[src/rtl/multicycle_control.sv]
// Multicycle MIPS control FSM: steps each instruction through fetch, decode,
// execute, memory and writeback, driving datapath selects and strobes.
module multicycle_control (
    input  logic       clk,
    input  logic       rst,
    input  logic [5:0] opcode,
    input  logic [5:0] funct,
    input  logic       zero,
    output logic       pc_write,
    output logic       i_or_d,
    output logic       mem_read,
    output logic       mem_write,
    output logic       ir_write,
    output logic       reg_dst,
    output logic       mem_to_reg,
    output logic       reg_write,
    output logic       alu_src_a,
    output logic [1:0] alu_src_b,
    output logic [3:0] alu_op,
    output logic [1:0] pc_src,
    output logic       illegal,
    output logic       instr_done,
    output logic [3:0] state
);

    typedef enum logic [3:0] {
        S_IDLE   = 4'd0,
        S_FETCH  = 4'd1,
        S_DECODE = 4'd2,
        S_MEMADR = 4'd3,
        S_MEMRD  = 4'd4,
        S_MEMWB  = 4'd5,
        S_MEMWR  = 4'd6,
        S_EXEC   = 4'd7,
        S_ALUWB  = 4'd8,
        S_BRANCH = 4'd9,
        S_JUMP   = 4'd10,
        S_ADDIEX = 4'd11,
        S_ADDIWB = 4'd12
    } state_t;

    localparam logic [5:0] OP_RTYPE = 6'h00;
    localparam logic [5:0] OP_LW    = 6'h23;
    localparam logic [5:0] OP_SW    = 6'h2B;
    localparam logic [5:0] OP_BEQ   = 6'h04;
    localparam logic [5:0] OP_J     = 6'h02;
    localparam logic [5:0] OP_ADDI  = 6'h08;

    state_t     cur_state;
    state_t     next_state;
    logic [3:0] funct_code;
    logic       funct_ok;
    logic [3:0] funct_code_q;

    // R-type funct to ALU operation code; funct_ok flags supported functs.
    always_comb begin
        funct_code = 4'd0;
        funct_ok   = 1'b1;
        case (funct)
            6'h24:   funct_code = 4'd0;
            6'h25:   funct_code = 4'd1;
            6'h20:   funct_code = 4'd2;
            6'h22:   funct_code = 4'd6;
            6'h2A:   funct_code = 4'd7;
            6'h27:   funct_code = 4'd12;
            default: funct_ok   = 1'b0;
        endcase
    end

    always_ff @(posedge clk) begin
        if (rst) begin
            cur_state    <= S_IDLE;
            funct_code_q <= 4'd0;
        end else begin
            cur_state <= next_state;
            if (cur_state == S_DECODE) begin
                funct_code_q <= funct_code;
            end
        end
    end

    assign state = cur_state;

    always_comb begin
        next_state = S_FETCH;
        pc_write   = 1'b0;
        i_or_d     = 1'b0;
        mem_read   = 1'b0;
        mem_write  = 1'b0;
        ir_write   = 1'b0;
        reg_dst    = 1'b0;
        mem_to_reg = 1'b0;
        reg_write  = 1'b0;
        alu_src_a  = 1'b0;
        alu_src_b  = 2'd0;
        alu_op     = 4'd0;
        pc_src     = 2'd0;
        illegal    = 1'b0;
        instr_done = 1'b0;
        case (cur_state)
            S_IDLE: next_state = S_FETCH;
            S_FETCH: begin
                mem_read   = 1'b1;
                ir_write   = 1'b1;
                alu_src_b  = 2'd1;
                alu_op     = 4'd2;
                pc_write   = 1'b1;
                next_state = S_DECODE;
            end
            S_DECODE: begin
                // Branch target is computed here speculatively into ALUOut.
                alu_src_b = 2'd3;
                alu_op    = 4'd2;
                case (opcode)
                    OP_RTYPE: begin
                        if (funct_ok) next_state = S_EXEC;
                        else          illegal    = 1'b1;
                    end
                    OP_LW, OP_SW: next_state = S_MEMADR;
                    OP_BEQ:       next_state = S_BRANCH;
                    OP_J:         next_state = S_JUMP;
                    OP_ADDI:      next_state = S_ADDIEX;
                    default:      illegal    = 1'b1;
                endcase
            end
            S_MEMADR: begin
                alu_src_a  = 1'b1;
                alu_src_b  = 2'd2;
                alu_op     = 4'd2;
                next_state = (opcode == OP_SW) ? S_MEMWR : S_MEMRD;
            end
            S_MEMRD: begin
                mem_read   = 1'b1;
                i_or_d     = 1'b1;
                next_state = S_MEMWB;
            end
            S_MEMWB: begin
                reg_write  = 1'b1;
                mem_to_reg = 1'b1;
                instr_done = 1'b1;
            end
            S_MEMWR: begin
                mem_write  = 1'b1;
                i_or_d     = 1'b1;
                instr_done = 1'b1;
            end
            S_EXEC: begin
                alu_src_a  = 1'b1;
                alu_op     = funct_code_q;
                next_state = S_ALUWB;
            end
            S_ALUWB: begin
                reg_write  = 1'b1;
                reg_dst    = 1'b1;
                instr_done = 1'b1;
            end
            S_BRANCH: begin
                alu_src_a  = 1'b1;
                alu_op     = 4'd6;
                pc_src     = 2'd1;
                pc_write   = zero;
                instr_done = 1'b1;
            end
            S_JUMP: begin
                pc_src     = 2'd2;
                pc_write   = 1'b1;
                instr_done = 1'b1;
            end
            S_ADDIEX: begin
                alu_src_a  = 1'b1;
                alu_src_b  = 2'd2;
                alu_op     = 4'd2;
                next_state = S_ADDIWB;
            end
            S_ADDIWB: begin
                reg_write  = 1'b1;
                instr_done = 1'b1;
            end
            default: next_state = S_FETCH;
        endcase
    end

endmodule

[config.mk]
export PLATFORM = sky130hd
export DESIGN_NAME = multicycle_control
export DESIGN_NICKNAME = d
export VERILOG_FILES = /design/src/rtl/multicycle_control.sv
export SDC_FILE = /design/constraint.sdc
export NUM_CORES = 1
export LEC_CHECK = 0
export CORE_ASPECT_RATIO = 0.8
export CORE_MARGIN = 3
export CORE_UTILIZATION = 42
export CTS_CLUSTER_SIZE = 12
export DETAILED_ROUTE_END_ITERATION = 10
export PLACE_DENSITY = 0.92
export SLEW_MARGIN = 20
export SYNTH_ARGS = -nofsm -noshare
export SYNTH_HDL_FRONTEND = slang
export SYNTH_SLANG_ARGS = --single-unit
[constraint.sdc]
create_clock -name clk -period 5.1 [get_ports clk]
set_input_delay 1.02 -clock clk [delete_from_list [all_inputs] [get_ports clk]]
set_output_delay 1.02 -clock clk [all_outputs]
set_load 0.005 [all_outputs]
==> results of run 1 <==
## through the flow
stage          std cells  hold slack, ns  util [%]  worst slack, ns
2_1_floorplan        107           0.428         -             2.01
3_3_place_gp         160           0.440      73.8             1.04
3_5_place_dp         160           0.446      73.8            0.940
4_1_cts              163           0.455      75.3            0.943
5_1_grt              163           0.477      75.3            0.854
6_report             163           0.450      75.3            0.948
## synthesized netlist by cell type, drive strengths merged (2+ instances only)
cell	n
nand2	7
nand2b	6
inv	3
and3	2
a2111oi	2
clkbuf	5
mux2	2
nor2	16
a31oi	2
nor3	10
dfxtp	8
and4	2
o211ai	2
nor4	2
o21ai	5
nand3	4
o2bb2ai	2
or4	3
a21oi	9
## flip-flops by register name, summed over array words and instances, names as in the netlist
register and cells:
funct_code_q 4, state 4
## cell families after synthesis
group,share of synthesized area (%)
compound gates,28.1
flops,21.9
mux,3.08
xor+xnor,2.40
simple gates,40.4
buf+inv,4.11
## layout make-up
type | instances | area, um^2
Clock buffer | 3 | 22.5
Timing Repair Buffer | 37 | 370
Tap cell | 21 | 26.3
Sequential cell | 8 | 160
Multi-Input combinational cell | 91 | 541
Fill cell | 127 | 370
Inverter | 3 | 11.3
## worst reg2reg max path, stage by stage, from the launching register on
cell and delay, ns:
sky130_fd_sc_hd__dfxtp_1 0.67, sky130_fd_sc_hd__nand2b_1 0.18, sky130_fd_sc_hd__nor3_1 0.39, sky130_fd_sc_hd__o211ai_1 0.16, sky130_fd_sc_hd__a21oi_1 0.20
## power by group
group          internal, uW  switching (uW)  leakage (uW)
logic                  34.2            26.3      0.000288
clock network          27.0            22.7     0.0000138
registers              64.7            7.09     0.0000651
total                   126            56.0      0.000367
## worst max path at each step
stage | from | end | slack, ns
floorplan | opcode[5] | illegal | 2.01
finish | opcode[5] | illegal | 0.95
detailed placement | opcode[5] | illegal | 0.94
global route | opcode[4] | illegal | 0.85
CTS | opcode[5] | illegal | 0.94
global placement | opcode[5] | illegal | 1.04
## metal layers
layer  global-route usage [%]  wire (um)  vias to the layer above
met4                     2.04          0                        0
met1                     27.8       1010                      454
met3                     6.67        153                        0
met5                        0          0                        -
met2                     32.4       1120                       36
li1                         -          -                      480
==> impl_metrics.xml, run 1 <==
<?xml version="1.0" encoding="UTF-8"?>
<metrics>
  <group name="placement">
    <metric name="globalplace.congestion" unit="">0.853</metric>
    <metric name="hpwlAfterDp" unit="um">1780</metric>
    <metric name="port-buffer-count" unit="">37</metric>
    <metric name="detailed_place.area" unit="um^2">1110</metric>
  </group>
  <group name="critical_path">
    <metric name="critical_path.reg2reg.startpoint" unit="">state[1]</metric>
    <metric name="crit_required" unit="ns">4.08</metric>
    <metric name="crit_path_end_kind" unit="">output pin</metric>
    <metric name="path_cells" unit="">clkdlybuf4s50_1 -&gt; or4_1 -&gt; nor4_1 -&gt; a21oi_1 -&gt; o21a_1 -&gt; clkdlybuf4s50_1</metric>
    <metric name="setup.reg_to_reg.worst_slack" unit="ns">3.44</metric>
    <metric name="critPathKind" unit="">primary input to output pin</metric>
    <metric name="r2r_cells" unit="">4</metric>
    <metric name="critical-path-top-delay-family" unit="">simple AND/OR/NAND/NOR gates</metric>
    <metric name="max_stage_delay" unit="ns">0.60</metric>
    <metric name="crit_cells" unit="">6</metric>
    <metric name="cp_launch_type" unit="">primary input</metric>
    <metric name="crit_slowest_cell" unit="">sky130_fd_sc_hd__or4_1</metric>
    <metric name="worstPathArrival" unit="ns">3.13</metric>
    <metric name="timing.critical_path.buf_inv" unit="">2</metric>
    <metric name="worst_path_most_repeated_cell" unit="">sky130_fd_sc_hd__clkdlybuf4s50_1</metric>
    <metric name="timing.critical_path.fanout_max" unit="">6</metric>
    <metric name="terminus_of_the_critical_flop_to_flop_path" unit="">funct_code_q[2]</metric>
  </group>
  <group name="clock_tree">
    <metric name="tritoncts.num_buffers" unit="">3</metric>
    <metric name="clock_pin_transition_on_the_worst_setup_and_hold_timing_paths" unit="ns">0.06</metric>
    <metric name="holdBufCountCts" unit="">0</metric>
    <metric name="cts_resized" unit="">0</metric>
    <metric name="htree_levels" unit="">1</metric>
    <metric name="tritoncts_clock_tree" unit="">yes</metric>
    <metric name="ctsRootBufferMaster" unit="">sky130_fd_sc_hd__clkbuf_4</metric>
    <metric name="cts-root-to-sink-buffers" unit="">2</metric>
    <metric name="cts_setup_buffers" unit="">0</metric>
    <metric name="clock_sink_count" unit="">8</metric>
    <metric name="clkLatencyLatePin" unit="ns">0.26</metric>
  </group>
  <group name="timing">
    <metric name="final-setup-viol-count" unit="">0</metric>
    <metric name="fin_worst_skew" unit="ns">0.00632</metric>
    <metric name="post_layout_minimum_cycle_time" unit="ns">4.15</metric>
    <metric name="fin_tns_setup" unit="ns">0</metric>
    <metric name="rsz0062_at_grt" unit="">false</metric>
    <metric name="achievable-frequency" unit="GHz">0.241</metric>
    <metric name="timing.final.hold_violations" unit="">0</metric>
    <metric name="report.final.slew_viol_count" unit="">0</metric>
    <metric name="post-route-period-util" unit="%">81.4</metric>
    <metric name="worstMarginPinSlew" unit="ns">0.555</metric>
    <metric name="slew_headroom" unit="%">63.0</metric>
  </group>
  <group name="synthesis">
    <metric name="ys_seq_area_share" unit="%">21.9</metric>
    <metric name="synth.top_cells.by_area" unit="">sky130_fd_sc_hd__dfxtp_1 22%, sky130_fd_sc_hd__nor2_1 8.2%, sky130_fd_sc_hd__nor3_1 6.8%, sky130_fd_sc_hd__a21oi_1 6.2%, sky130_fd_sc_hd__nand2b_1 5.1%</metric>
    <metric name="synth_edf_count" unit="">0</metric>
    <metric name="mappedNetlistArea" unit="um^2">731</metric>
    <metric name="yosysWarningCount" unit="">0</metric>
    <metric name="post_synth_num_cell_types" unit="">39</metric>
    <metric name="synthDominantAreaCellType" unit="">sky130_fd_sc_hd__dfxtp_1</metric>
    <metric name="postSynthCellCount" unit="">107</metric>
    <metric name="synthDominantCellAreaShare" unit="%">21.9</metric>
    <metric name="dominantRegCellSynth" unit="">sky130_fd_sc_hd__dfxtp_1</metric>
    <metric name="ys_seq_elements" unit="">8</metric>
    <metric name="async_flop_share" unit="%">0</metric>
    <metric name="postSynthAreaPerCell" unit="um^2">6.83</metric>
    <metric name="syn_nets" unit="">122</metric>
  </group>
  <group name="pwr">
    <metric name="vdd_drop_max" unit="mV">0.178</metric>
    <metric name="post-layout-total-power" unit="uW">182</metric>
    <metric name="p_per_area" unit="nW/um^2">161</metric>
    <metric name="p_leak" unit="uW">0.000367</metric>
  </group>
  <group name="status">
    <metric name="outcome" unit="">completed</metric>
  </group>
  <group name="routing">
    <metric name="via_count" unit="">970</metric>
    <metric name="detailedRoute.firstPassIterationCount" unit="">4</metric>
    <metric name="drt-initial-drc-count" unit="">25</metric>
    <metric name="post_route_drc" unit="">0</metric>
    <metric name="final_antenna_net_count" unit="">0</metric>
    <metric name="avgViaCountPerCell" unit="">5.95</metric>
    <metric name="postRouteWirelength" unit="um">2280</metric>
    <metric name="routedWlPerCell" unit="um">14.0</metric>
  </group>
  <group name="finish">
    <metric name="drive_gt1_share" unit="%">5.63</metric>
    <metric name="layout.cells.most_common" unit="">sky130_fd_sc_hd__clkdlybuf4s50_1</metric>
    <metric name="finalNetCount" unit="">159</metric>
    <metric name="diodes" unit="">0</metric>
    <metric name="final_design_area_no_fill" unit="um^2">1130</metric>
    <metric name="final_cell_mix" unit="">37 x sky130_fd_sc_hd__clkdlybuf4s50_1, 16 x sky130_fd_sc_hd__nor2_1, 10 x sky130_fd_sc_hd__nor3_1</metric>
    <metric name="synthToLayoutAreaGrowth" unit="%">54.8</metric>
  </group>
  <group name="run">
    <metric name="timing.max_cap.violations" unit="">0</metric>
  </group>
  <group name="global_route">
    <metric name="antenna_found_initial" unit="">0</metric>
    <metric name="vias_in_the_first_global_route" unit="">785</metric>
    <metric name="first_pass_grt_wire_length" unit="um">3590</metric>
    <metric name="grt_usage" unit="%">20.4</metric>
    <metric name="global_route.overflow_total" unit="">0</metric>
    <metric name="largest_net_degree_at_the_start_of_global_routing" unit="">19</metric>
  </group>
  <group name="die">
    <metric name="io_pins" unit="">38</metric>
    <metric name="die_width" unit="um">52.6</metric>
    <metric name="dieArea" unit="um^2">2280</metric>
    <metric name="placementRows" unit="">12</metric>
    <metric name="start_util" unit="%">48.7</metric>
    <metric name="fp.dieH" unit="um">43.3</metric>
    <metric name="floorplan.core_area" unit="um^2">1500</metric>
  </group>
  <group name="hold_path">
    <metric name="hold_depth" unit="">2</metric>
    <metric name="min_to" unit="">funct_code_q[3]</metric>
    <metric name="hp-start" unit="">funct_code_q[3]</metric>
    <metric name="holdCritPathClass" unit="">register to register</metric>
  </group>
</metrics>
Power figures use the tool's default switching activity.
==> run 2: changes to the inputs <==
--- a/config.mk
+++ b/config.mk
@@ -7,10 +7,10 @@
 export LEC_CHECK = 0
 export CORE_ASPECT_RATIO = 0.8
 export CORE_MARGIN = 3
-export CORE_UTILIZATION = 42
+export CORE_UTILIZATION = 35
 export CTS_CLUSTER_SIZE = 12
 export DETAILED_ROUTE_END_ITERATION = 10
-export PLACE_DENSITY = 0.92
+export PLACE_DENSITY = 0.83
 export SLEW_MARGIN = 20
 export SYNTH_ARGS = -nofsm -noshare
 export SYNTH_HDL_FRONTEND = slang
==> constraint.sdc (replaced) <==
create_clock -name clk -period 3.4 [get_ports clk]
set_input_delay 0.68 -clock clk [delete_from_list [all_inputs] [get_ports clk]]
set_output_delay 0.68 -clock clk [all_outputs]
set_load 0.005 [all_outputs]
==> run 2 against run 1 <==
Compared with the run above:
- routed wire length rose by 7.0%
- hold slack improved by 0.0018 ns
- first-iteration DRC count rose by 64%
- final cell count rose by 4.9%
- sequential cell count did not move
- critical path type unchanged
- largest power group unchanged
==> impl_metrics.xml, run 2 (synthesis gave the netlist of run 1 again) <==
<?xml version="1.0" encoding="UTF-8"?>
<metrics>
  <group name="clock_tree">
    <metric name="htree_levels" unit="">1</metric>
    <metric name="cts-root-to-sink-buffers" unit="">2</metric>
    <metric name="tritoncts_clock_tree" unit="">yes</metric>
    <metric name="holdBufCountCts" unit="">0</metric>
    <metric name="ctsRootBufferMaster" unit="">sky130_fd_sc_hd__clkbuf_4</metric>
    <metric name="clock_pin_transition_on_the_worst_setup_and_hold_timing_paths" unit="ns">0.05</metric>
    <metric name="cts_setup_buffers" unit="">0</metric>
    <metric name="clock_sink_count" unit="">8</metric>
    <metric name="tritoncts.num_buffers" unit="">3</metric>
    <metric name="clkLatencyLatePin" unit="ns">0.27</metric>
  </group>
  <group name="routing">
    <metric name="routedWlPerCell" unit="um">14.3</metric>
    <metric name="drt-initial-drc-count" unit="">41</metric>
    <metric name="detailedRoute.firstPassIterationCount" unit="">5</metric>
    <metric name="avgViaCountPerCell" unit="">5.98</metric>
    <metric name="postRouteWirelength" unit="um">2440</metric>
    <metric name="via_count" unit="">1022</metric>
    <metric name="post_route_drc" unit="">0</metric>
    <metric name="final_antenna_net_count" unit="">0</metric>
  </group>
  <group name="placement">
    <metric name="hpwlAfterDp" unit="um">1780</metric>
    <metric name="dpl.cell_count" unit="">168</metric>
    <metric name="globalplace.congestion" unit="">0.846</metric>
    <metric name="port-buffer-count" unit="">37</metric>
  </group>
  <group name="finish">
    <metric name="finish.utilization" unit="%">61.9</metric>
    <metric name="final.fill_count" unit="">168</metric>
    <metric name="finalNetCount" unit="">164</metric>
    <metric name="synthToLayoutAreaGrowth" unit="%">63.4</metric>
    <metric name="diodes" unit="">0</metric>
    <metric name="layout.cells.most_common" unit="">sky130_fd_sc_hd__clkdlybuf4s50_1</metric>
    <metric name="final_cells" unit="">171</metric>
    <metric name="drive_gt1_share" unit="%">10.2</metric>
    <metric name="final_cell_mix" unit="">36 x sky130_fd_sc_hd__clkdlybuf4s50_1, 16 x sky130_fd_sc_hd__nor2_1, 10 x sky130_fd_sc_hd__nor3_1</metric>
  </group>
  <group name="die">
    <metric name="floorplan.core_area" unit="um^2">1930</metric>
    <metric name="placementRows" unit="">14</metric>
    <metric name="io_pins" unit="">38</metric>
    <metric name="fp.dieH" unit="um">46.9</metric>
    <metric name="start_util" unit="%">37.9</metric>
    <metric name="dieArea" unit="um^2">2680</metric>
    <metric name="die_width" unit="um">57.1</metric>
  </group>
  <group name="timing">
    <metric name="fin_worst_skew" unit="ns">0.00779</metric>
    <metric name="rsz0062_at_grt" unit="">false</metric>
    <metric name="report.final.slew_viol_count" unit="">0</metric>
    <metric name="fin_tns_setup" unit="ns">0</metric>
    <metric name="post-route-period-util" unit="%">98.7</metric>
    <metric name="final-setup-viol-count" unit="">0</metric>
    <metric name="achievable-frequency" unit="GHz">0.298</metric>
    <metric name="timing.final.hold_violations" unit="">0</metric>
    <metric name="slew_headroom" unit="%">62.2</metric>
    <metric name="worstMarginPinSlew" unit="ns">0.567</metric>
    <metric name="post_layout_minimum_cycle_time" unit="ns">3.36</metric>
  </group>
  <group name="global_route">
    <metric name="largest_net_degree_at_the_start_of_global_routing" unit="">19</metric>
    <metric name="global_route.overflow_total" unit="">0</metric>
    <metric name="antenna_found_initial" unit="">0</metric>
    <metric name="first_pass_grt_wire_length" unit="um">3840</metric>
    <metric name="grt_usage" unit="%">18.2</metric>
    <metric name="vias_in_the_first_global_route" unit="">854</metric>
  </group>
  <group name="hold_path">
    <metric name="holdCritPathClass" unit="">register to register</metric>
    <metric name="hold_depth" unit="">2</metric>
    <metric name="min_to" unit="">funct_code_q[3]</metric>
    <metric name="hp-start" unit="">funct_code_q[3]</metric>
  </group>
  <group name="critical_path">
    <metric name="crit_required" unit="ns">2.72</metric>
    <metric name="path_cells" unit="">clkdlybuf4s50_1 -&gt; or4_4 -&gt; nor4_4 -&gt; a21oi_1 -&gt; o21a_1 -&gt; clkdlybuf4s50_1</metric>
    <metric name="crit_slowest_cell" unit="">sky130_fd_sc_hd__or4_4</metric>
    <metric name="cp_launch_type" unit="">primary input</metric>
    <metric name="critPathKind" unit="">primary input to output pin</metric>
    <metric name="worst_path_most_repeated_cell" unit="">sky130_fd_sc_hd__clkdlybuf4s50_1</metric>
    <metric name="setup.reg_to_reg.worst_slack" unit="ns">1.71</metric>
    <metric name="crit_path_end_kind" unit="">output pin</metric>
    <metric name="terminus_of_the_critical_flop_to_flop_path" unit="">funct_code_q[2]</metric>
    <metric name="r2r_cells" unit="">4</metric>
    <metric name="timing.critical_path.fanout_max" unit="">3</metric>
    <metric name="worstPathArrival" unit="ns">2.68</metric>
    <metric name="max_stage_delay" unit="ns">0.58</metric>
    <metric name="critical_path.reg2reg.startpoint" unit="">state[1]</metric>
  </group>
  <group name="pwr">
    <metric name="vdd_drop_max" unit="mV">0.156</metric>
    <metric name="p_per_area" unit="nW/um^2">238</metric>
    <metric name="post-layout-total-power" unit="uW">284</metric>
    <metric name="p_leak" unit="uW">0.000405</metric>
  </group>
  <group name="run">
    <metric name="timing.max_cap.violations" unit="">0</metric>
  </group>
  <group name="status">
    <metric name="outcome" unit="">completed</metric>
  </group>
</metrics>
run 2: metrics by stage:
| step | hold WS [ns] | setup WS (ns) | cell area (um^2) |
|---|---|---|---|
| finish | 0.452 | 0.0440 | 1190 |
| detailed placement | 0.444 | 0.0260 | 1150 |
| CTS | 0.454 | 0.0294 | 1170 |
| global placement | 0.440 | 0.0760 | 1150 |
| floorplan | 0.428 | 0.994 | 731 |
| global route | 0.490 | 0.00851 | 1190 |
run 2: repair_timing:
item / in CTS / in global routing
resized for setup: 0 / 4
endpoints found under the setup margin: 0 / 1
hold endpoints to repair: 0 / 0
run 2: how the worst max path moves through the flow:
stage | to | slack (ns) | from | depth (start not counted)
finish | illegal | 0.04 | opcode[5] | 6
global route | illegal | 0.009 | opcode[5] | 6
CTS | illegal | 0.03 | opcode[0] | 6
detailed placement | illegal | 0.03 | opcode[0] | 6
global placement | illegal | 0.08 | opcode[0] | 6
floorplan | illegal | 0.99 | opcode[5] | 3
run 2: cell type report:
type / instances / area, um^2 / area share (%)
clock buffers: 3 / 22.5 / 1.89
inverters: 3 / 11.3 / 0.943
multi-input cells: 91 / 559 / 46.9
flip-flops and latches: 8 / 160 / 13.4
well taps: 24 / 30.0 / 2.52
repair buffers: 42 / 410 / 34.4
run 2: routing by layer:
| layer | GRT usage (%) | vias to the layer above | share of wire, % |
|---|---|---|---|
| met1 | 24.4 | 478 | 44 |
| li1 | - | 487 | - |
| met4 | 6.94 | 0 | 1.5 |
| met5 | 0 | - | 0 |
| met3 | 4.67 | 7 | 8.1 |
| met2 | 28.7 | 50 | 47 |
run 2: worst max-delay path: cells and delay by family:
kind,cells,cell delay [ns]
AOI/OAI and AO/OA,2,0.22
buffers and inverters,2,0.89
and+or+nand+nor,2,0.88
run 2: report_power, final:
part           internal (uW)  switching (uW)  total, uW
combinational           54.8            42.4       97.2
sequential              97.1            10.7        108
clock                   40.8            38.0       78.7
total                    193            91.0        284
==> run 3: changes to the inputs <==
--- a/config.mk
+++ b/config.mk
@@ -10,7 +10,7 @@
 export CORE_UTILIZATION = 35
 export CTS_CLUSTER_SIZE = 12
 export DETAILED_ROUTE_END_ITERATION = 10
-export PLACE_DENSITY = 0.83
+export PLACE_DENSITY = 0.86
 export SLEW_MARGIN = 20
 export SYNTH_ARGS = -nofsm -noshare
 export SYNTH_HDL_FRONTEND = slang
==> run 3 against run 2 <==
Compared with the run above:
- hold slack got worse by 0.0038 ns
- total power decreased by 0.93%
- clock power decreased by 2%
- via count fell by 3.5%
- setup slack better by 0.023 ns
- routed wire length decreased by 7.7%
- first-iteration DRC count shrank 39%
- maximum frequency grew 0.69%
- sequential power about the same
- critical path depth fell by 1
- register-to-register slack gained 0.07 ns
- die area stayed put
- critical endpoint unchanged
- largest cell class unchanged
- largest power group unchanged
==> impl_metrics.xml, run 3 (synthesis gave the netlist of run 1 again) <==
<?xml version="1.0" encoding="UTF-8"?>
<metrics>
  <group name="timing">
    <metric name="slew_headroom" unit="%">64.1</metric>
    <metric name="fin_tns_setup" unit="ns">0</metric>
    <metric name="report.final.slew_viol_count" unit="">0</metric>
    <metric name="final-setup-viol-count" unit="">0</metric>
    <metric name="rsz0062_at_grt" unit="">false</metric>
    <metric name="post-route-period-util" unit="%">98.0</metric>
    <metric name="timing.final.hold_violations" unit="">0</metric>
    <metric name="post_layout_minimum_cycle_time" unit="ns">3.33</metric>
    <metric name="fin_hold_ws" unit="ns">0.448</metric>
    <metric name="fin_worst_skew" unit="ns">0.00441</metric>
    <metric name="achievable-frequency" unit="GHz">0.300</metric>
    <metric name="worstMarginPinSlew" unit="ns">0.537</metric>
  </group>
  <group name="die">
    <metric name="start_util" unit="%">37.9</metric>
    <metric name="dieArea" unit="um^2">2680</metric>
    <metric name="io_pins" unit="">38</metric>
    <metric name="fp.dieH" unit="um">46.9</metric>
    <metric name="placementRows" unit="">14</metric>
    <metric name="die_width" unit="um">57.1</metric>
    <metric name="floorplan.core_area" unit="um^2">1930</metric>
  </group>
  <group name="routing">
    <metric name="detailedRoute.firstPassIterationCount" unit="">4</metric>
    <metric name="drt-initial-drc-count" unit="">25</metric>
    <metric name="final_antenna_net_count" unit="">0</metric>
    <metric name="via_count" unit="">986</metric>
    <metric name="routedWlPerCell" unit="um">13.1</metric>
    <metric name="post_route_drc" unit="">0</metric>
    <metric name="avgViaCountPerCell" unit="">5.73</metric>
    <metric name="postRouteWirelength" unit="um">2250</metric>
  </group>
  <group name="finish">
    <metric name="drive_gt1_share" unit="%">10.1</metric>
    <metric name="synthToLayoutAreaGrowth" unit="%">63.5</metric>
    <metric name="final.fill_count" unit="">186</metric>
    <metric name="final_design_area_no_fill" unit="um^2">1190</metric>
    <metric name="final_cell_mix" unit="">37 x sky130_fd_sc_hd__clkdlybuf4s50_1, 16 x sky130_fd_sc_hd__nor2_1, 10 x sky130_fd_sc_hd__nor3_1</metric>
    <metric name="layout.cells.most_common" unit="">sky130_fd_sc_hd__clkdlybuf4s50_1</metric>
    <metric name="final_cells" unit="">172</metric>
    <metric name="finalNetCount" unit="">165</metric>
    <metric name="diodes" unit="">0</metric>
    <metric name="layout.area.seq" unit="um^2">160</metric>
    <metric name="multi_input_combinational_cell_area" unit="um^2">556</metric>
  </group>
  <group name="critical_path">
    <metric name="crit_path_end_kind" unit="">output pin</metric>
    <metric name="path_cells" unit="">clkdlybuf4s50_1 -&gt; or4_1 -&gt; mux2_1 -&gt; o21a_1 -&gt; clkdlybuf4s50_1</metric>
    <metric name="crit_required" unit="ns">2.72</metric>
    <metric name="timing.critical_path.buf_inv" unit="">2</metric>
    <metric name="critPathKind" unit="">primary input to output pin</metric>
    <metric name="critical-path-top-delay-family" unit="">buffers and inverters</metric>
    <metric name="max_stage_delay" unit="ns">0.56</metric>
    <metric name="crit_slowest_cell" unit="">sky130_fd_sc_hd__clkdlybuf4s50_1</metric>
    <metric name="worstPathArrival" unit="ns">2.65</metric>
    <metric name="cp_launch_type" unit="">primary input</metric>
    <metric name="worst_path_most_repeated_cell" unit="">sky130_fd_sc_hd__clkdlybuf4s50_1</metric>
    <metric name="timing.critical_path.fanout_max" unit="">6</metric>
  </group>
  <group name="global_route">
    <metric name="global_route.overflow_total" unit="">0</metric>
    <metric name="grt_usage" unit="%">17.0</metric>
    <metric name="vias_in_the_first_global_route" unit="">816</metric>
    <metric name="antenna_found_initial" unit="">0</metric>
    <metric name="largest_net_degree_at_the_start_of_global_routing" unit="">19</metric>
    <metric name="first_pass_grt_wire_length" unit="um">3440</metric>
  </group>
  <group name="pwr">
    <metric name="combPwrFrac" unit="%">34.5</metric>
    <metric name="vdd_drop_max" unit="mV">0.210</metric>
    <metric name="p_per_area" unit="nW/um^2">235</metric>
    <metric name="cell_internal_pwr" unit="uW">193</metric>
    <metric name="power.share.clock" unit="%">27.5</metric>
    <metric name="netSwitchingFraction" unit="%">31.3</metric>
    <metric name="reg_power_share" unit="%">38.1</metric>
    <metric name="switchingPower" unit="uW">87.9</metric>
    <metric name="p_leak" unit="uW">0.000399</metric>
  </group>
  <group name="clock_tree">
    <metric name="clock_pin_transition_on_the_worst_setup_and_hold_timing_paths" unit="ns">0.05</metric>
    <metric name="ctsRootBufferMaster" unit="">sky130_fd_sc_hd__clkbuf_4</metric>
    <metric name="holdBufCountCts" unit="">0</metric>
    <metric name="cts_resized" unit="">0</metric>
    <metric name="cts_setup_buffers" unit="">0</metric>
    <metric name="clock_sink_count" unit="">8</metric>
    <metric name="clkLatencyLatePin" unit="ns">0.27</metric>
    <metric name="cts-root-to-sink-buffers" unit="">2</metric>
    <metric name="tritoncts.num_buffers" unit="">3</metric>
    <metric name="htree_levels" unit="">1</metric>
    <metric name="tritoncts_clock_tree" unit="">yes</metric>
  </group>
  <group name="placement">
    <metric name="hpwlAfterDp" unit="um">1730</metric>
    <metric name="detailed_place.area" unit="um^2">1160</metric>
    <metric name="globalplace.congestion" unit="">0.782</metric>
    <metric name="port-buffer-count" unit="">37</metric>
    <metric name="dpl.cell_count" unit="">169</metric>
  </group>
  <group name="run">
    <metric name="timing.max_cap.violations" unit="">0</metric>
  </group>
  <group name="hold_path">
    <metric name="holdCritPathClass" unit="">register to register</metric>
  </group>
  <group name="status">
    <metric name="outcome" unit="">completed</metric>
  </group>
</metrics>
run 3: per-layer routing:
| layer | track usage, % | vias to the layer above | part of all wire [%] |
|---|---|---|---|
| li1 | - | 490 | - |
| met5 | 0 | - | 0 |
| met2 | 29.6 | 46 | 48 |
| met3 | 6.59 | 2 | 8.7 |
| met1 | 19.6 | 448 | 43 |
| met4 | 5.56 | 0 | 0.75 |
run 3: worst register-to-register path, stage by stage (launching register included):
cell	delay [ns]
sky130_fd_sc_hd__dfxtp_1	0.66
sky130_fd_sc_hd__nand3_1	0.40
sky130_fd_sc_hd__a311oi_1	0.35
sky130_fd_sc_hd__nor3_1	0.09
run 3: worst paths after layout:
path                    from              end  slack, ns  cells past startpoint
max reg2reg         state[1]  funct_code_q[0]       1.78                      3
min          funct_code_q[3]  funct_code_q[3]       0.45                      2
max                opcode[3]          illegal       0.07                      5
min reg2reg  funct_code_q[3]  funct_code_q[3]       0.45                      2
run 3: area by class of cell:
cell class / count / area share [%]
Sequential cell: 8 / 13.4
Clock buffer: 3 / 1.88
Inverter: 3 / 0.942
Multi-Input combinational cell: 91 / 46.5
Tap cell: 24 / 2.51
Timing Repair Buffer: 43 / 34.8
run 3: power by group through the flow:
| stage | clock (uW) | combinational [uW] | sequential [uW] |
|---|---|---|---|
| after floorplan | 0 | 42.0 | 103 |
| after global placement | 0 | 92.8 | 109 |
| after detailed placement | 0 | 95.1 | 109 |
| after CTS | 78.0 | 95.2 | 107 |
| after global routing | 85.6 | 105 | 108 |
| final | 77.2 | 96.9 | 107 |
run 3: per-stage QoR:
stage / utilization, % / worst slack [ns] / power (uW)
final: 62.0 / 0.0669 / 281
after global routing: 62.0 / 0.000984 / 299
after CTS: 61.2 / 0.0177 / 280
after detailed placement: 60.1 / 0.0178 / 204
after global placement: 60.1 / 0.0837 / 202
after floorplan: - / 0.994 / 145
